===== src/rtl/wb_stage_mc.sv =====
// wb_stage_mc: registered write-back stage with multi-cycle load wait, timeout and flush
module wb_stage_mc #(
  parameter int XLEN = 32,
  parameter int REG_AW = 5,
  parameter int LD_TIMEOUT = 15
) (
  input  logic              i_clk,
  input  logic              i_reset,
  input  logic              i_valid,
  output logic              o_ready,
  input  logic              i_flush,
  input  logic [REG_AW-1:0] i_rd_addr,
  input  logic              i_rd_wren,
  input  logic [1:0]        i_wb_sel,
  input  logic [2:0]        i_ld_rewrite,
  input  logic [XLEN-1:0]   i_pc_four,
  input  logic [XLEN-1:0]   i_alu_data,
  input  logic              i_ld_valid,
  input  logic [XLEN-1:0]   i_ld_data,
  output logic              o_wb_valid,
  output logic [REG_AW-1:0] o_rd_addr,
  output logic              o_rd_wren,
  output logic [XLEN-1:0]   o_wb_data,
  output logic              o_ld_err
);
  localparam int OW = $clog2(XLEN / 8);
  localparam logic [7:0] T_LAST = 8'(LD_TIMEOUT - 1);
  typedef enum logic {IDLE, WAIT_LD} state_t;
  state_t            state;
  logic [7:0]        cnt;
  logic [REG_AW-1:0] l_rd_addr;
  logic              l_rd_wren;
  logic [2:0]        l_rw;
  logic [OW-1:0]     l_off;
  logic              accept;
  logic              ld_wait;
  logic [XLEN-1:0]   ld_ext;
  logic [XLEN-1:0]   sel_data;
  function automatic logic [XLEN-1:0] extract(input logic [XLEN-1:0] d, input logic [2:0] rw,
                                              input logic [OW-1:0] off);
    logic [XLEN-1:0] sb, sh, sw;
    logic [7:0]      b;
    logic [15:0]     h;
    logic [31:0]     w;
    sb = d >> (8 * int'(off));
    sh = d >> (16 * (int'(off) >> 1));
    sw = d >> (32 * (int'(off) >> 2));
    b = sb[7:0];
    h = sh[15:0];
    w = sw[31:0];
    return rw == 3'd0 ? XLEN'($signed(b)) :
           rw == 3'd1 ? XLEN'($signed(h)) :
           rw == 3'd2 ? XLEN'($signed(w)) :
           rw == 3'd3 ? XLEN'(b) :
           rw == 3'd4 ? XLEN'(h) :
           rw == 3'd5 ? XLEN'(w) :
           rw == 3'd6 ? (XLEN == 64 ? d : XLEN'($signed(w))) : d;
  endfunction
  assign o_ready  = state == IDLE;
  assign accept   = i_valid && o_ready && !i_flush;
  assign ld_wait  = i_wb_sel == 2'd2 && !i_ld_valid;
  // In IDLE the extractor serves a load completing in its accept cycle
  assign ld_ext   = state == IDLE ? extract(i_ld_data, i_ld_rewrite, i_alu_data[OW-1:0])
                                  : extract(i_ld_data, l_rw, l_off);
  assign sel_data = i_wb_sel == 2'd0 ? i_pc_four :
                    i_wb_sel == 2'd1 ? i_alu_data :
                    i_wb_sel == 2'd2 ? ld_ext : '0;
  always_ff @(posedge i_clk) begin
    if (i_reset) begin
      state      <= IDLE;
      cnt        <= '0;
      o_wb_valid <= 1'b0;
      o_rd_wren  <= 1'b0;
      o_ld_err   <= 1'b0;
      o_rd_addr  <= '0;
      o_wb_data  <= '0;
    end else begin
      o_wb_valid <= 1'b0;
      o_rd_wren  <= 1'b0;
      o_ld_err   <= 1'b0;
      o_rd_addr  <= '0;
      if (state == IDLE) begin
        if (accept && !ld_wait) begin
          o_wb_valid <= 1'b1;
          o_rd_addr  <= i_rd_addr;
          o_rd_wren  <= i_rd_wren && i_rd_addr != '0;
          o_wb_data  <= sel_data;
        end else if (accept) begin
          state     <= WAIT_LD;
          cnt       <= '0;
          l_rd_addr <= i_rd_addr;
          l_rd_wren <= i_rd_wren && i_rd_addr != '0;
          l_rw      <= i_ld_rewrite;
          l_off     <= i_alu_data[OW-1:0];
        end
      end else if (i_flush) begin
        state <= IDLE;
      end else if (i_ld_valid) begin
        state      <= IDLE;
        o_wb_valid <= 1'b1;
        o_rd_addr  <= l_rd_addr;
        o_rd_wren  <= l_rd_wren;
        o_wb_data  <= ld_ext;
      end else if (cnt == T_LAST) begin
        state    <= IDLE;
        o_ld_err <= 1'b1;
      end else begin
        cnt <= cnt + 8'd1;
      end
    end
  end
endmodule


===== config.mk =====
export PLATFORM = sky130hd
export DESIGN_NAME = wb_stage_mc
export DESIGN_NICKNAME = d
export VERILOG_FILES = /design/src/rtl/wb_stage_mc.sv
export SDC_FILE = /design/constraint.sdc
export NUM_CORES = 1
export LEC_CHECK = 0
export ABC_AREA = 1
export BUFFER_PORTS_ARGS = -buffer_cell sky130_fd_sc_hd__buf_2
export CAP_MARGIN = 20
export CORE_ASPECT_RATIO = 0.5
export CORE_MARGIN = 10
export CORE_UTILIZATION = 40
export CTS_CLUSTER_DIAMETER = 100
export CTS_CLUSTER_SIZE = 12
export DETAILED_ROUTE_END_ITERATION = 7
export SYNTH_ARGS = -nofsm -noshare
export SYNTH_HDL_FRONTEND = slang
export SYNTH_SLANG_ARGS = --single-unit

===== constraint.sdc =====
create_clock -name i_clk -period 4.6 [get_ports i_clk]
set_clock_uncertainty 0.2 [all_clocks]
set_input_delay 0 -clock i_clk [delete_from_list [all_inputs] [get_ports i_clk]]
set_output_delay 0 -clock i_clk [all_outputs]
set_load 0.005 [all_outputs]

### Word level (Yosys, flattened, before mapping)

Index checks and enable logic that the tools add are counted.

* flip-flop bits (word level): 60
* bits of input ports: 112
* output and inout bits: 41
* logic and storage cells: 96

* add/sub/neg operators: 1
* equal/unequal tests: 16
* shift operators: 4
* muxes and demuxes: 43
* bitwise logic cells: 3
* reduce and logical (&&, ||, !) cells: 18

Operators by type and width (count)
* 32-bit 2-to-1 mux: 18
* 32-bit by 5-bit >> shifter with 16-bit output: 2
* 32-bit by 5-bit >> shifter with 8-bit output: 2
* 8-bit 2-to-1 mux: 6
* 5-bit 2-to-1 mux: 4
* 1-bit 2-to-1 mux: 15
* 3-bit by 2-bit equality test with 1-bit output, second input constant: 4
* 2-bit != test, second input constant: 5
* 8-bit by 1-bit adder with 8-bit output, second input constant: 1
* 8-bit by 4-bit equality test with 1-bit output, second input constant: 1
* 3-bit by 1-bit equality test with 1-bit output, second input constant: 2
* 3-bit equality test, second input constant: 2
* 3-bit logical NOT: 2
* 1-bit logical AND: 5
* 5-bit AND reduction: 1
* 5-bit nonzero test: 1
* 4-bit AND reduction: 1
* 2-bit nonzero test: 2
* 4-bit OR reduction: 1
* 1-bit logical NOT: 3
* 1-bit NOT: 3
* 3-bit AND reduction: 1
* 2-bit by 1-bit equality test with 1-bit output, second input constant: 1
* 2-bit equality test, second input constant: 1
* 2-bit logical NOT: 1

### Longest topological paths before layout

Gate-level depths: netlist (run 1).

* depth in word-level cells: 12
* depth in mapped cells: 15
* gate-level depth less buffers: 14

### Least setup slack after synthesis (run 1)

No wires, ideal clock.

* path type: reg-to-reg
* start: register state
* end: register l_off[0], enable pin
* setup time: 0.393 ns
* data arrival time: 1.402 ns
* data required time: 4.007 ns
* setup slack: 2.605 ns
* stages on the path, launching flop included: 4
* buffers on the path: 0
* clock period less this slack: 1.995 ns
* cell sequence: dfxtp_1 inv_2 nand3_1 nor3_1

* cells in the longest elaborated chain, start to end: 6

Ends and longest elaborated chain
* start: declaration: RTL line 29 `state_t state;`
* start signal: assignment: RTL line 70 `state <= IDLE;`
* start signal: assignment: RTL line 89 `state <= WAIT_LD;`
* start signal: assignment: RTL line 97 `state <= IDLE;`
* 1-bit NOT (no line) *
* 1-bit logical AND (2 in a row): RTL line 60 `assign accept = i_valid && o_ready && !i_flush;`
* 1-bit logical AND: RTL line 83 `if (accept && !ld_wait) begin`
* 1-bit NOT (no line)
* 4-bit AND reduction (no line) *
* end signal: assignment: RTL line 94 `l_off <= i_alu_data[OW-1:0];`
* end: declaration: RTL line 34 `logic [OW-1:0] l_off;`

Every way passes the cells marked *; elsewhere a longest branch is shown, timed or not.
A chain may end at the register's enable or synchronous reset.

### Worst setup path after layout (run 1)

* start: register state
* end: register o_wb_data[11]

* cells in the longest elaborated chain, start to end: 6
* elaborated cells on any way between the ends: 16
* classes of those cells: eq/ne (2); mux (8); bitwise (1); reduce/logical (5)

Ends and longest elaborated chain
* 32-bit 2-to-1 mux / 1-bit NOT (equally long branches)
* 32-bit 2-to-1 mux / 1-bit logical AND (equally long branches): RTL line 67, 60
* 32-bit 2-to-1 mux / 1-bit logical AND (equally long branches): RTL line 66, 60
* 32-bit 2-to-1 mux / 1-bit logical AND (equally long branches): RTL line 65, 83
* 32-bit 2-to-1 mux / 2-bit nonzero test (equally long branches)
* 32-bit 2-to-1 mux / 3-bit AND reduction (equally long branches)
* end signal: assignment: RTL line 87 `o_wb_data <= sel_data;`
* end signal: assignment: RTL line 103 `o_wb_data <= ld_ext;`
* end: declaration: RTL line 23 `output logic [XLEN-1:0] o_wb_data,`

Several ways; a longest one is shown, not always the timed one. The select of a mux whose other input is x is not followed.

==> results of run 1 <==
-- flip-flops by register name, summed over array words and instances, names as in the netlist --
name	count
l_rd_wren	1
o_rd_addr	5
o_rd_wren	1
o_wb_data	32
state	1
l_rd_addr	5
l_rw	3
cnt	8
l_off	2
o_ld_err	1
o_wb_valid	1
-- Yosys cell counts (2+ instances only) --
cell type  instances
a21boi_0           2
a21oi_1          102
a221oi_1           2
a22o_1            14
a22oi_1            4
a32o_1             6
buf_1              2
buf_2             19
buf_4              6
clkbuf_1          21
dfxtp_1           49
edfxtp_1          11
ha_1               2
inv_1             55
inv_2             13
nand2_1          261
nand2_2            4
nand3_1           27
nor2_1            42
nor2_2             2
nor2_4             3
nor3_1             8
o211ai_1          21
o21a_1             2
o21ai_0          117
o21ai_1           10
o22ai_1            5
or2_2              5
-- final cells by class --
cell class	count	area [µm²]	share of cell area, %
clock buffer	9	225	3.29
inverter	69	259	3.78
multi-input combinational	651	3170	46.3
tap	165	206	3.02
sequential	60	1310	19.2
timing repair buffer	234	1580	23.1
antenna	2	5.00	0.0731
clock inverter	7	90.1	1.32
-- path summary, 6_finish.rpt --
kind                                                   end                start  slack [ns]
worst max-delay path            o_wb_data[11]$_SDFFE_PP0P_     state$_SDFF_PP0_        1.35
worst min-delay path             o_wb_data[2]$_SDFFE_PP0P_        i_alu_data[2]        0.02
worst max register to register  o_wb_data[11]$_SDFFE_PP0P_     state$_SDFF_PP0_        1.35
worst min register to register         cnt[7]$_SDFFE_PP0P_  cnt[7]$_SDFFE_PP0P_        0.27
-- repair_timing --
action / 4_1_cts / 5_1_grt
resized for setup: 0 / 0
endpoints found under the setup margin: 0 / 0
hold endpoints to repair: 55 / 0
hold buffers: 79 / 0
-- per-stage QoR --
| stage | power [mW] | setup slack [ns] | cell area (µm²) | instances |
|---|---|---|---|---|
| 5_1_grt | 1.84 | 1.09 | 6840 | 1196 |
| 4_1_cts | 1.76 | 1.43 | 6830 | 1194 |
| 3_5_place_dp | 0.980 | 1.47 | 5720 | 1099 |
| 3_3_place_gp | 0.978 | 1.54 | 5720 | 1099 |
| 2_1_floorplan | 0.819 | 2.60 | 4970 | 829 |
| 6_report | 1.77 | 1.35 | 6850 | 1197 |
-- routing by layer --
metal  routed length (µm)  up-vias
li1                     -     3195
met1                 9660     3015
met2                 9780      310
met3                 2250       25
met4                  291        0
met5                    0        -
-- cell families (layout without fill, tap and decap cells) --
logic type,after synthesis,count (layout),share of synthesized area [%]
and+or+nand+nor,356,356,29.3
AOI/OAI and AO/OA,292,292,33.6
buffers and inverters,118,319,10.0
DFF,60,60,26.4
adders and majority gates,2,2,0.503
xor gates and xnor gates,1,1,0.176
other,0,2,0
-- where the power goes --
part	switching (mW)	internal, mW
clock network	0.249	0.472
logic	0.268	0.196
registers	0.0179	0.564
total	0.535	1.23
-- worst register-to-register path: cells and delay by family (launching register included) --
kind                   cells  cell delay [ns]
and+or+nand+nor            2             0.78
buffers and inverters      3             1.01
AOI/OAI and AO/OA          3             0.68
DFF                        1             0.45
==> impl_metrics.tcl, run 1 <==
set metrics [dict create \
    period_share_pct 70.7 \
    syn-num-nets 943 \
    drv_cap 0 \
    drv_slew 0 \
    finalSetupViolCount 0 \
    antenna_found_initial 2 \
    dr.pass1.iters 5 \
    synth_top_area_share_pct 19.7 \
    wl_per_cell_um 18.4 \
    cts.clk_slew.worst_paths_ns 0.05 \
    layout_common_cells "nand2_1, buf_2, o21ai_0" \
    slowest_delay_ns 0.54 \
    ant_nets 0 \
    cts_sinks 60 \
    grt_pass1_vias 6157 \
    die_area_um2 17600 \
    cp_max_fo 40 \
    remaining_drc_errors 0 \
    synthFlopType "dfxtp_1" \
    synth_warnings 0 \
    fin_crit_ns 3.25 \
    slowest_stage "inv_2" \
    path_cells "inv_2 -> nand3_1 -> a21oi_2 -> inv_2 -> nand2_2 -> inv_2 -> a21oi_1 -> a21oi_1" \
    fmax_mhz 307 \
    leakage_nw 3.40 \
    syn2layout_area_growth_pct 37.7 \
    dieWidth_um 178 \
    grt-ovfl-total 0 \
    io_buffers 152 \
    cp_num_cells 8 \
    vias_per_cell 5.47 \
    crit_buf_inv 3 \
    synth_area_leader_cell "dfxtp_1" \
    hold_violations 0 \
    dp_hpwl_mm 15.8 \
    htree_levels 3 \
    cts_buffers 9 \
    setup_tns_ns 0 \
    nets 1139 \
    async_reset_ff_share_pct 0 \
    ff2ff_path_depth 8 \
    cts_tree "built" \
    grt_start_max_net_pins 41 \
    arrival_ns 3.27 \
    grt_pass1_wl_mm 33.9 \
    io_pins 153 \
    crit_path_frequent_cell "inv_2" \
    whs_ns 0.0178 \
    num-fill-cells 1210 \
    crit_family "buffers and inverters" \
    cts_root_buffer "clkbuf_16" \
    use_met3_pct 5.79 \
    final_util_pct 57.1 \
    synth_area_per_cell_um2 5.99 \
    clockBufferDepth 2 \
    grt_use_met2_pct 37.4 \
    syn_inst 829 \
    hold-path-cell-count 7 \
    final_common_cell "nand2_1" \
    ys_seq_area_share_pct 26.4 \
    top_usage_layer "met2" \
    slew_headroom_pct 34.6 \
    rsz0062_at_grt "false" \
    hold_path.class "input port to register" \
    routed_wl_mm 22.0 \
    tightest_slew_ns 0.973 \
    vias 6545 \
    num_rows 28 \
    coreArea_um2 12000 \
    cts_setup_buffers 0 \
    netlist_top_cells_area "dfxtp_1, nand2_1, o21ai_0" \
    synth_cell_type_count 42 \
    grt_util_met1_pct 32.8 \
    status "finished, final reports clean" \
    startpoint_type "register" \
    die_h_um 98.8 \
    initial_core_util_pct 41.5 \
    clkLatencyLatePin_ns 0.34 \
    place.gp.congestion 0.963 \
    endpoint_kind "register" \
    synth-seq-cells 60 \
    drive_gt1_share_pct 19.9 \
    p_per_area_nw_per_um2 258 \
    grt_util_all_layers_pct 24.1 \
    drt_iter0_drc 640 \
    synthesis.area_um2 4970 \
    worstSetupPathType "register to register" \
    irDropWorstVdd_uv 178 \
    synth_edf_count 11 \
    crit_required_ns 4.61 \
]
(Power assumes the default switching activity.)
==> inputs of run 2 (changes only) <==
- clock period: 4.6 -> 3.3 ns (I/O delays scaled with it)
==> impl_metrics.tcl, run 2 (same netlist as run 1, synthesis figures left out) <==
set metrics [dict create \
    irDropWorstVdd_uv 275 \
    hold_path.class "input port to register" \
    die_h_um 98.8 \
    internal-power_mw 1.76 \
    drive_gt1_share_pct 20.5 \
    grt_pass1_wl_mm 35.4 \
    endpoint_kind "register" \
    htree_levels 3 \
    cts_buffers 9 \
    routed_wl_mm 23.1 \
    largest-register "o_wb_data" \
    reg.largest.list "o_wb_data: 32 flops, cnt: 8 flops" \
    io_pins 153 \
    switchingPower_mw 0.781 \
    layout_common_cells "nand2_1, buf_2, o21ai_0" \
    clkLatencyLatePin_ns 0.33 \
    final_common_cell "nand2_1" \
    rsz0062_at_grt "false" \
    grt_util_all_layers_pct 25.5 \
    grt_pass1_vias 6355 \
    cp_max_fo 17 \
    crit_buf_inv 5 \
    clockBufferDepth 2 \
    crit_path_frequent_cell "nand2_1" \
    status "finished, final reports clean" \
    fin_crit_ns 2.99 \
    cts.clk_slew.worst_paths_ns 0.06 \
    startpoint_type "input port" \
    dieWidth_um 178 \
    drt_iter0_drc 777 \
    slew_headroom_pct 32.7 \
    crit_required_ns 3.36 \
    final_util_pct 58.0 \
    dp_hpwl_mm 16.8 \
    largest_reg_flops 32 \
    hold_violations 0 \
    drv_slew 0 \
    vias 6677 \
    grt-ovfl-total 0 \
    cts_root_buffer "clkbuf_16" \
    ant_nets 0 \
    crit_family "buffers and inverters" \
    p_comb_share_pct 26.2 \
    num_rows 28 \
    die_area_um2 17600 \
    initial_core_util_pct 41.5 \
    leakage_nw 3.46 \
    power.share.clock_pct 42.1 \
    area.sequential_um2 1310 \
    io_buffers 152 \
    place.gp.congestion 1.03 \
    vias_per_cell 5.53 \
    cts_resized 0 \
    instances_no_fill 1208 \
    num-fill-cells 1219 \
    arrival_ns 3.05 \
    grt_start_max_net_pins 40 \
    finalSetupViolCount 0 \
    remaining_drc_errors 0 \
    antenna_found_initial 1 \
    wl_per_cell_um 19.1 \
    setup_tns_ns 0 \
    slowest_delay_ns 0.55 \
    fmax_mhz 335 \
    dr.pass1.iters 6 \
    coreArea_um2 12000 \
    worstSetupPathType "input port to register" \
    period_share_pct 90.5 \
    path_cells "dlygate4sd3_1 -> buf_2 -> nor2_4 -> inv_2 -> nor2_2 -> inv_2 -> o21ai_4 -> a21oi_1 -> o21ai_0 -> nand2_1 -> nand2_1 -> dlygate4sd3_1 -> nand2_1 -> a21oi_1" \
    slowest_stage "dlygate4sd3_1" \
    drv_cap 0 \
    power_frac_seq_pct 31.7 \
    whs_ns 0.0343 \
    multi_input_area_um2 3170 \
    cts_tree "built" \
    syn2layout_area_growth_pct 39.9 \
    tightest_slew_ns 1.01 \
    p_per_area_nw_per_um2 366 \
    dp_cells 1109 \
    cts_sinks 60 \
    switching_share_pct 30.7 \
    nets 1151 \
]
## run 2: cell count changes in the layout (fill, tap and decap cells not counted), moves of 2 or more
cell / before / now
buf_4: 2 / 12
clkbuf_8: 0 / 3
clkinv_2: 2 / 0
dlygate4sd3_1: 79 / 82
## run 2: metal layers
layer	wire length, µm	global-route usage [%]	share of wire [%]
met1	10200	34.8	44
met2	9870	37.5	43
met3	2710	8.91	12
met4	353	5.73	1.5
met5	0	0	0
## run 2: repair_timing
item                                   in CTS  in global routing
endpoints found under the hold margin      55                  0
hold buffers                               82                  0
setup buffers                               0                  0
## run 2: area by class of cell
cell class / instances / area share [%]
multi-input cells: 651 / 45.6
repair buffers: 246 / 24.0
flip-flops and latches: 60 / 18.9
clock buffers: 14 / 4.25
inverters: 69 / 3.73
well taps: 165 / 2.97
clock inverters: 2 / 0.558
diodes: 1 / 0.0360
## run 2: final timing paths
kind         slack (ns)                 from                    endpoint  depth (start not counted)
min reg2reg        0.26  cnt[7]$_SDFFE_PP0P_         cnt[7]$_SDFFE_PP0P_                          2
max                0.31      i_ld_rewrite[2]  o_wb_data[19]$_SDFFE_PP0P_                         14
min                0.03        i_ld_data[27]  o_wb_data[27]$_SDFFE_PP0P_                          5
max reg2reg        0.91    l_rw[0]$_DFFE_PP_   o_wb_data[2]$_SDFFE_PP0P_                          9
## run 2: worst min-delay path, delay by kind of cell
kind,cells,cell delay (ns)
buf+inv,1,0.15
simple gates,1,0.08
compound gates,3,0.29
## run 2: power by group through the flow
| stage | logic (mW) | clock network, mW | registers [mW] |
|---|---|---|---|
| after floorplan | 0.321 | 0 | 0.821 |
| after global placement | 0.556 | 0 | 0.821 |
| after detailed placement | 0.556 | 0 | 0.820 |
| after CTS | 0.649 | 1.08 | 0.805 |
| after global routing | 0.730 | 1.11 | 0.809 |
| final | 0.666 | 1.07 | 0.805 |
## run 2: per-stage QoR
step           cell area [µm²]  setup slack, ns  power [mW]
4_1_cts                   6950            0.380        2.53
6_report                  6950            0.314        2.54
3_5_place_dp              5790             1.03        1.38
5_1_grt                   6950           0.0809        2.65
2_1_floorplan             4970             1.30        1.14
3_3_place_gp              5790            0.984        1.38
